`src/rtl/wfg_drive_spi_pkg.sv`:
```
// Shared definitions for the wfg_drive_spi register block and its configuration sequencer.
package wfg_drive_spi_pkg;

  localparam int unsigned ADR_CTRL   = 32'h0;
  localparam int unsigned ADR_CFG    = 32'h4;
  localparam int unsigned ADR_CLKCFG = 32'h8;
  localparam int unsigned ADR_TEST   = 32'hC;

  // Writable CFG bits; bits 7:6 always read back as 0.
  localparam logic [11:0] CFG_RW_MASK = 12'hF3F;

  typedef enum logic [2:0] {
    S_IDLE,
    S_REQ,
    S_WAIT,
    S_GAP,
    S_CHECK,
    S_DONE,
    S_ERR
  } seq_state_t;

  typedef enum logic [1:0] {
    ERR_NONE    = 2'd0,
    ERR_TIMEOUT = 2'd1,
    ERR_VERIFY  = 2'd2
  } err_code_t;

endpackage

```
`src/rtl/wfg_drive_spi_cfg_seq.sv`:
```
// Wishbone master that programs the drive_spi registers as one atomic sequence:
// CTRL.EN=0, CFG, CLKCFG, TEST, optional CFG readback check, then CTRL.EN=1.
module wfg_drive_spi_cfg_seq
  import wfg_drive_spi_pkg::*;
#(
  parameter int BUSW    = 32,
  parameter int TIMEOUT = 16
) (
  input  logic              wb_clk_i,
  input  logic              wb_rst_i,
  input  logic              start_i,
  input  logic              verify_i,
  input  logic [11:0]       cfg_word_i,
  input  logic [7:0]        clkcfg_div_i,
  input  logic              test_lpen_i,
  output logic              wbm_cyc_o,
  output logic              wbm_stb_o,
  output logic              wbm_we_o,
  output logic [BUSW/8-1:0] wbm_sel_o,
  output logic [BUSW-1:0]   wbm_adr_o,
  output logic [BUSW-1:0]   wbm_dat_o,
  input  logic [BUSW-1:0]   wbm_dat_i,
  input  logic              wbm_ack_i,
  output logic              busy_o,
  output logic              done_o,
  output logic              error_o,
  output logic [1:0]        err_code_o
);

  localparam int TW = (TIMEOUT > 2) ? $clog2(TIMEOUT) : 1;

  seq_state_t      state_q, state_d;
  err_code_t       err_q, err_d;
  logic [2:0]      step_q, step_d, step_nxt;
  logic [TW-1:0]   tmo_q, tmo_d;
  logic            verify_q, lpen_q;
  logic [11:0]     cfg_q;
  logic [7:0]      div_q;
  logic [BUSW-1:0] rd_q;
  logic            step_we;
  logic [BUSW-1:0] step_adr, step_dat;
  logic            bus_act;

  // Step table
  always_comb begin
    step_we  = 1'b1;
    step_adr = BUSW'(ADR_CTRL);
    step_dat = '0;
    case (step_q)
      3'd0: step_dat = '0;
      3'd1: begin step_adr = BUSW'(ADR_CFG);    step_dat = BUSW'(cfg_q); end
      3'd2: begin step_adr = BUSW'(ADR_CLKCFG); step_dat = BUSW'(div_q); end
      3'd3: begin step_adr = BUSW'(ADR_TEST);   step_dat = BUSW'({lpen_q, 1'b0}); end
      3'd4: begin step_we  = 1'b0;              step_adr = BUSW'(ADR_CFG); end
      default: step_dat = BUSW'(1'b1);
    endcase
  end

  assign step_nxt = (step_q == 3'd3 && !verify_q) ? 3'd5 : step_q + 3'd1;

  always_comb begin
    state_d = state_q;
    step_d  = step_q;
    tmo_d   = tmo_q;
    err_d   = err_q;
    case (state_q)
      S_IDLE: if (start_i) begin
        state_d = S_REQ;
        step_d  = 3'd0;
        err_d   = ERR_NONE;
      end
      S_REQ: begin
        tmo_d   = '0;
        state_d = S_WAIT;
      end
      S_WAIT: begin
        if (wbm_ack_i) state_d = S_GAP;
        else if (tmo_q == TW'(TIMEOUT - 1)) begin
          state_d = S_ERR;
          err_d   = ERR_TIMEOUT;
        end else tmo_d = tmo_q + TW'(1);
      end
      // Acks arriving here are the slave's trailing registered ack and are dropped.
      S_GAP: begin
        if (step_q == 3'd4) state_d = S_CHECK;
        else if (step_q == 3'd5) state_d = S_DONE;
        else begin
          step_d  = step_nxt;
          state_d = S_REQ;
        end
      end
      S_CHECK: begin
        if (rd_q == BUSW'(cfg_q & CFG_RW_MASK)) begin
          step_d  = 3'd5;
          state_d = S_REQ;
        end else begin
          state_d = S_ERR;
          err_d   = ERR_VERIFY;
        end
      end
      default: state_d = S_IDLE;
    endcase
  end

  always_ff @(posedge wb_clk_i) begin
    if (wb_rst_i) begin
      state_q  <= S_IDLE;
      err_q    <= ERR_NONE;
      step_q   <= '0;
      tmo_q    <= '0;
      verify_q <= 1'b0;
      lpen_q   <= 1'b0;
      cfg_q    <= '0;
      div_q    <= '0;
      rd_q     <= '0;
    end else begin
      state_q <= state_d;
      err_q   <= err_d;
      step_q  <= step_d;
      tmo_q   <= tmo_d;
      if (state_q == S_IDLE && start_i) begin
        verify_q <= verify_i;
        lpen_q   <= test_lpen_i;
        cfg_q    <= cfg_word_i;
        div_q    <= clkcfg_div_i;
      end
      // Readback is masked at capture so unimplemented bits never cause a mismatch.
      if (state_q == S_WAIT && wbm_ack_i && step_q == 3'd4)
        rd_q <= wbm_dat_i & BUSW'(CFG_RW_MASK);
    end
  end

  assign bus_act    = (state_q == S_REQ) || (state_q == S_WAIT);
  assign wbm_cyc_o  = bus_act;
  assign wbm_stb_o  = bus_act;
  assign wbm_we_o   = bus_act && step_we;
  assign wbm_sel_o  = '1;
  assign wbm_adr_o  = bus_act ? step_adr : '0;
  assign wbm_dat_o  = bus_act ? step_dat : '0;
  assign busy_o     = bus_act || (state_q == S_GAP) || (state_q == S_CHECK);
  assign done_o     = (state_q == S_DONE);
  assign error_o    = (state_q == S_ERR);
  assign err_code_o = err_q;

endmodule

```
`config.mk`:
```
export PLATFORM = sky130hd
export DESIGN_NAME = wfg_drive_spi_cfg_seq
export DESIGN_NICKNAME = d
export VERILOG_FILES = /design/src/rtl/wfg_drive_spi_pkg.sv /design/src/rtl/wfg_drive_spi_cfg_seq.sv
export SDC_FILE = /design/constraint.sdc
export NUM_CORES = 1
export LEC_CHECK = 0
export ABC_CLOCK_PERIOD_IN_PS = 1900
export CAP_MARGIN = 20
export CORE_MARGIN = 1
export CORE_UTILIZATION = 37
export CTS_CLUSTER_DIAMETER = 30
export CTS_CLUSTER_SIZE = 24
export DETAILED_ROUTE_END_ITERATION = 16
export PLACE_DENSITY = 0.78
export SETUP_SLACK_MARGIN = 0.4
export SLEW_MARGIN = 20
export SYNTH_ARGS = -nofsm -noshare
export SYNTH_HDL_FRONTEND = slang
export SYNTH_SLANG_ARGS = --single-unit
```
`constraint.sdc`:
```
create_clock -name wb_clk_i -period 1.9 [get_ports wb_clk_i]
set_clock_uncertainty 0.2 [all_clocks]
set_input_delay 0.38 -clock wb_clk_i [delete_from_list [all_inputs] [get_ports wb_clk_i]]
set_output_delay 0.38 -clock wb_clk_i [all_outputs]
set_load 0.05 [all_outputs]
```
Word-level counts from Yosys, hierarchy flattened. Index checks and enable logic that the tools add are counted.

$add $sub $neg: 2. Equal/unequal tests: 22. Multiplexer cells: 26. Reductions and logical operators: 20.

Operators with widths (count): two-way mux 32 bit (2); one-hot mux 12 bit (4 select lines) (1); two-way mux 3 bit (11); inequality test 2 bit (second input constant) (8); equality test 3 bit (second input constant) (5); one-hot mux 3 bit (5 select lines) (1); equality test 3 x 2 -> 1 bit (second input constant) (4); one-hot mux 4 bit (3 select lines) (1); equality test 10 bit (1); AND reduction 5 bit (2); one-hot mux 3 bit (3 select lines) (1); two-way mux 2 bit (4); two-way mux 4 bit (2); one-hot mux 4 bit (2 select lines) (1); equality test 3 x 1 -> 1 bit (second input constant) (2); logical NOT 3 bit (2); one-hot mux 2 bit (3 select lines) (1); nonzero test 3 bit (2); logical AND 1 bit (5); adder 4 x 1 -> 4 bit (second input constant) (1); equality test 4 bit (second input constant) (1); OR reduction 2 bit (2); adder 3 x 1 -> 3 bit (second input constant) (1); logical OR 1 bit (3); 6 further kinds (6).

Input bits: 58. Logic and storage cells: 79. Output and inout port bits: 76. Bits in registers: 44.

Logic depth before layout (Yosys ltp).
Depth after elaboration: 6. Gate-level depth with buffers: 8. Depth with buffers taken out: 7.

Worst setup path after synthesis. No wires, ideal clock.

Path type: register to output. Start: register step_q[1]. End: output wbm_dat_o[1]. Stages on the path, launching flop included: 7. Data required time: 1.320 ns. Path slack: -0.979 ns. Path buffers: 1. Data arrival time: 2.299 ns. Path through: dfxtp_1 -> inv_1 -> ha_1 -> clkbuf_1 -> nor2b_1 -> a222oi_1 -> nor3_1.

Cells in the longest elaborated chain, start to end: 4. Elaborated cells between the ends (all ways): 8. Classes of those cells: eq/ne: 4; mux: 2; reduce/logical: 2.

Ends and longest elaborated chain: start, declared (RTL line wfg_drive_spi_cfg_seq.sv:34) `logic [2:0] step_q, step_d, step_nxt;`; start signal, assigned (RTL line wfg_drive_spi_cfg_seq.sv:119) `step_q <= step_d;`; equality test 3 bit or logical NOT 3 bit (tied branches) (RTL line wfg_drive_spi_cfg_seq.sv:49) `case (step_q)`; OR reduction 2 bit (no source line); one-hot mux 12 bit (4 select lines) (*) (RTL line wfg_drive_spi_cfg_seq.sv:49); two-way mux 32 bit (*) (RTL line wfg_drive_spi_cfg_seq.sv:139) `assign wbm_dat_o = bus_act ? step_dat : '0;`; end, declared (RTL line wfg_drive_spi_cfg_seq.sv:21) `output logic [BUSW-1:0] wbm_dat_o,`.

Every way passes the cells marked *; elsewhere a longest branch is shown, timed or not.

Worst setup path after layout.
Start: register step_q[0]. End: output wbm_dat_o[1].

Same word-level chain as after synthesis.

==> flow_summary_export.csv <==
group,metric,value,unit
status,outcome,"finished with violations",
global_route,grtUsageMet3,3.71,%
logic_synthesis,synth_area_leaders,"dfxtp_1 33%, buf_4 16%, nand2_1 7.2%",
power_and_ir_drop,worst_ir_drop_vdd,1.19,mV
floorplanning,initial_utilization,38.8,%
sta,timing.final.ws_setup,-503,ps
layout,num-fill-cells,463,
global_route,grt_pass1_wl,12600,microns
global_route,grt_util_met2,40.3,%
placement,dpl.hpwl,4750,microns
global_route,grt_usage,22.1,%
global_route,grt-ovfl-total,0,
setup_path,cp.arrival,1820,ps
logic_synthesis,avgSynthCellArea,8.12,sq um
route,drc,0,
floorplanning,core-area,6870,sq um
sta,post-route-period-util,126,%
logic_synthesis,seq_area_frac_synth,33.1,%
layout,area_growth,79.9,%
sta,setup_tns,-7820,ps
route,wl_per_cell,17.0,microns
route,wl,9190,microns
sta,fmax,416,MHz
route,ant_nets,0,
sta,min_period,2400,ps
route,post_drt_via_cell_ratio,4.91,
setup_path,path_class,"reg2out",
layout,layout.nets,509,
logic_synthesis,synth-edff-count,0,
clocking,insertion_delay,320,ps
sta,finalSetupViolations,27,
logic_synthesis,ys.flop_type,"dfxtp_1",
clocking,cts_max_level,2,
logic_synthesis,ys_ff_latch,44,
logic_synthesis,synth_top_cell_by_area,"dfxtp_1",
logic_synthesis,synth.most_common_cell,"buf_4",
layout,post-route-util,69.7,%
route,num_vias,2656,
layout,drive_gt1_share,51.7,%
clocking,cts.path.max_buffers,2,
clocking,cts_sinks,44,
power_and_ir_drop,cellLeakagePower,2.02,nW
setup_path,rr_worst_depth,10,
sta,slew_violations,0,
sta,rsz0062_at_grt,"true",
setup_path,critPathCaptureType,"output pin",
logic_synthesis,netlist_area,2660,sq um
route,drt_iter0_markers,114,
clocking,numCtsBuffers,5,
floorplanning,die_w,86.8,microns
global_route,grt.busiest_layer,"met2",
setup_path,critPathLaunchType,"flip-flop",
logic_synthesis,synthCells,328,
clocking,cts_tree,"done",
global_route,use_met1,25.3,%
logic_synthesis,ys_top_cells_by_count,"56 x buf_4, 51 x nand2_1, 44 x dfxtp_1, 35 x nor2_1, 31 x a21oi_1",
power_and_ir_drop,total_power,6.45,mW
setup_path,reg2reg_slack,-280,ps
clocking,cts_root_buffer,"clkbuf_8",
status,violations,"setup timing",
floorplanning,die_area,7540,sq um
sta,hold_viol,0,
clocking,clk_pin_slew,100,ps
layout,insertedDiodeCount,0,
placement,gp_congestion,0.881,
power_and_ir_drop,power_density,1350,nW/um^2
global_route,grt_pass1_vias,2547,
placement,dpl_worst_slack,-153,ps
worst_hold_path,worstHoldPathCells,2,
route,first_pass_iters,4,
logic_synthesis,async_flop_share,0,%
setup_path,cp.required,1320,ps
run,timing.max_cap.violations,0,
setup_path,cp_max_fo,4,
logic_synthesis,yosysWarningCount,0,
logic_synthesis,synth_top_area_share,33.1,%
logic_synthesis,synth_cell_types,49,
placement,port_buffers,57,
global_route,grt_max_degree,31,
floorplanning,fp.dieH,86.8,microns
global_route,grt_antenna_before_repair,0,
floorplanning,io-pin-count,134,
floorplanning,num_rows,30,
worst_hold_path,hold_class,"reg2reg",
-- layout by cell type, fill, tap and decap left out, drive strengths merged, types with 2 or more instances in the layout --
| master | netlist | final |
|---|---|---|
| inv | 6 | 5 |
| mux2i | 10 | 10 |
| clkbuf | 9 | 6 |
| xor2 | 11 | 11 |
| and2 | 2 | 2 |
| a311oi | 2 | 2 |
| and3 | 5 | 5 |
| a22oi | 7 | 7 |
| nor4 | 3 | 3 |
| clkdlybuf4s50 | 0 | 34 |
| conb | 2 | 54 |
| clkinv | 0 | 2 |
| nor4b | 2 | 2 |
| nor2b | 4 | 4 |
| nand3 | 3 | 3 |
| nand2 | 52 | 52 |
| o31a | 2 | 2 |
| ha | 7 | 7 |
| a21oi | 31 | 31 |
| dfxtp | 44 | 44 |
| nor2 | 36 | 36 |
| buf | 62 | 92 |
| a211oi | 2 | 2 |
| nand2b | 4 | 4 |
| nor3 | 4 | 4 |
| xnor2 | 3 | 3 |
| nor3b | 2 | 2 |
-- power breakdown --
| part | internal (mW) | switching [mW] | total (mW) |
|---|---|---|---|
| Combinational | 2.11 | 2.37 | 4.48 |
| Clock | 0.397 | 0.367 | 0.764 |
| Sequential | 1.08 | 0.130 | 1.21 |
| Total | 3.58 | 2.87 | 6.45 |
-- timing repair --
item / in CTS / in global routing
hold endpoints to repair: 0 / 0
hold buffers: 0 / 0
setup buffers: 21 / 10
endpoints found under the setup margin: 64 / 65
gates resized for setup: 108 / 73
cloned: 6 / 1
pin swaps: 28 / 35
-- worst max-delay path, stage by stage, from the launching register on --
cell and delay (ps):
dfxtp_4 380, buf_6 120, ha_4 170, nor2b_4 130, a222oi_1 320, buf_4 190
nor3_4 40, buf_12 140
-- final cells by class --
cell class	count	area, sq um	area share, %
multi-input combinational	259	2090	43.7
sequential	44	897	18.7
tap	96	120	2.51
clock buffer	5	68.8	1.44
inverter	6	31.3	0.653
timing repair buffer	128	1530	32.0
clock inverter	3	47.5	0.992
-- per-stage QoR --
stage                     cell area (sq um)  cells  hold slack, ps
final                                  4790    541             267
after detailed placement               3560    495             249
after global routing                   4790    541             290
after floorplan                        3050    380             231
after CTS                              4380    530             261
after global placement                 3560    495             243
-- worst paths after layout --
check | start | end
worst max-delay path | step_q[0] | wbm_dat_o[1]
worst min-delay path | verify_q | verify_q
worst max register to register | step_q[0] | step_q[1]
worst min register to register | verify_q | verify_q
-- flip-flops by register name, summed over array words and instances (netlist names) --
name        cells
state_q         3
div_q           8
step_q          3
lpen_q          1
verify_q        1
err_code_o      2
cfg_q          12
tmo_q           4
rd_q           10
-- cell families after synthesis --
kind of cell | after synthesis | share of synthesized area, %
AO/OA/AOI/OAI | 53 | 12.7
flip-flops | 44 | 33.1
other | 2 | 0.282
adder cells (fa/ha/maj) | 7 | 3.29
buffers and inverters | 77 | 19.5
multiplexers | 11 | 4.32
AND/OR/NAND/NOR | 120 | 22.2
XOR/XNOR | 14 | 4.61
-- per-layer routing --
layer / part of all wire, % / up-vias
met1: 38 / 1306
met5: 0 / -
met4: 3.5 / 0
li1: - / 1219
met2: 55 / 100
met3: 3.6 / 31
Power figures use the tool's default switching activity.
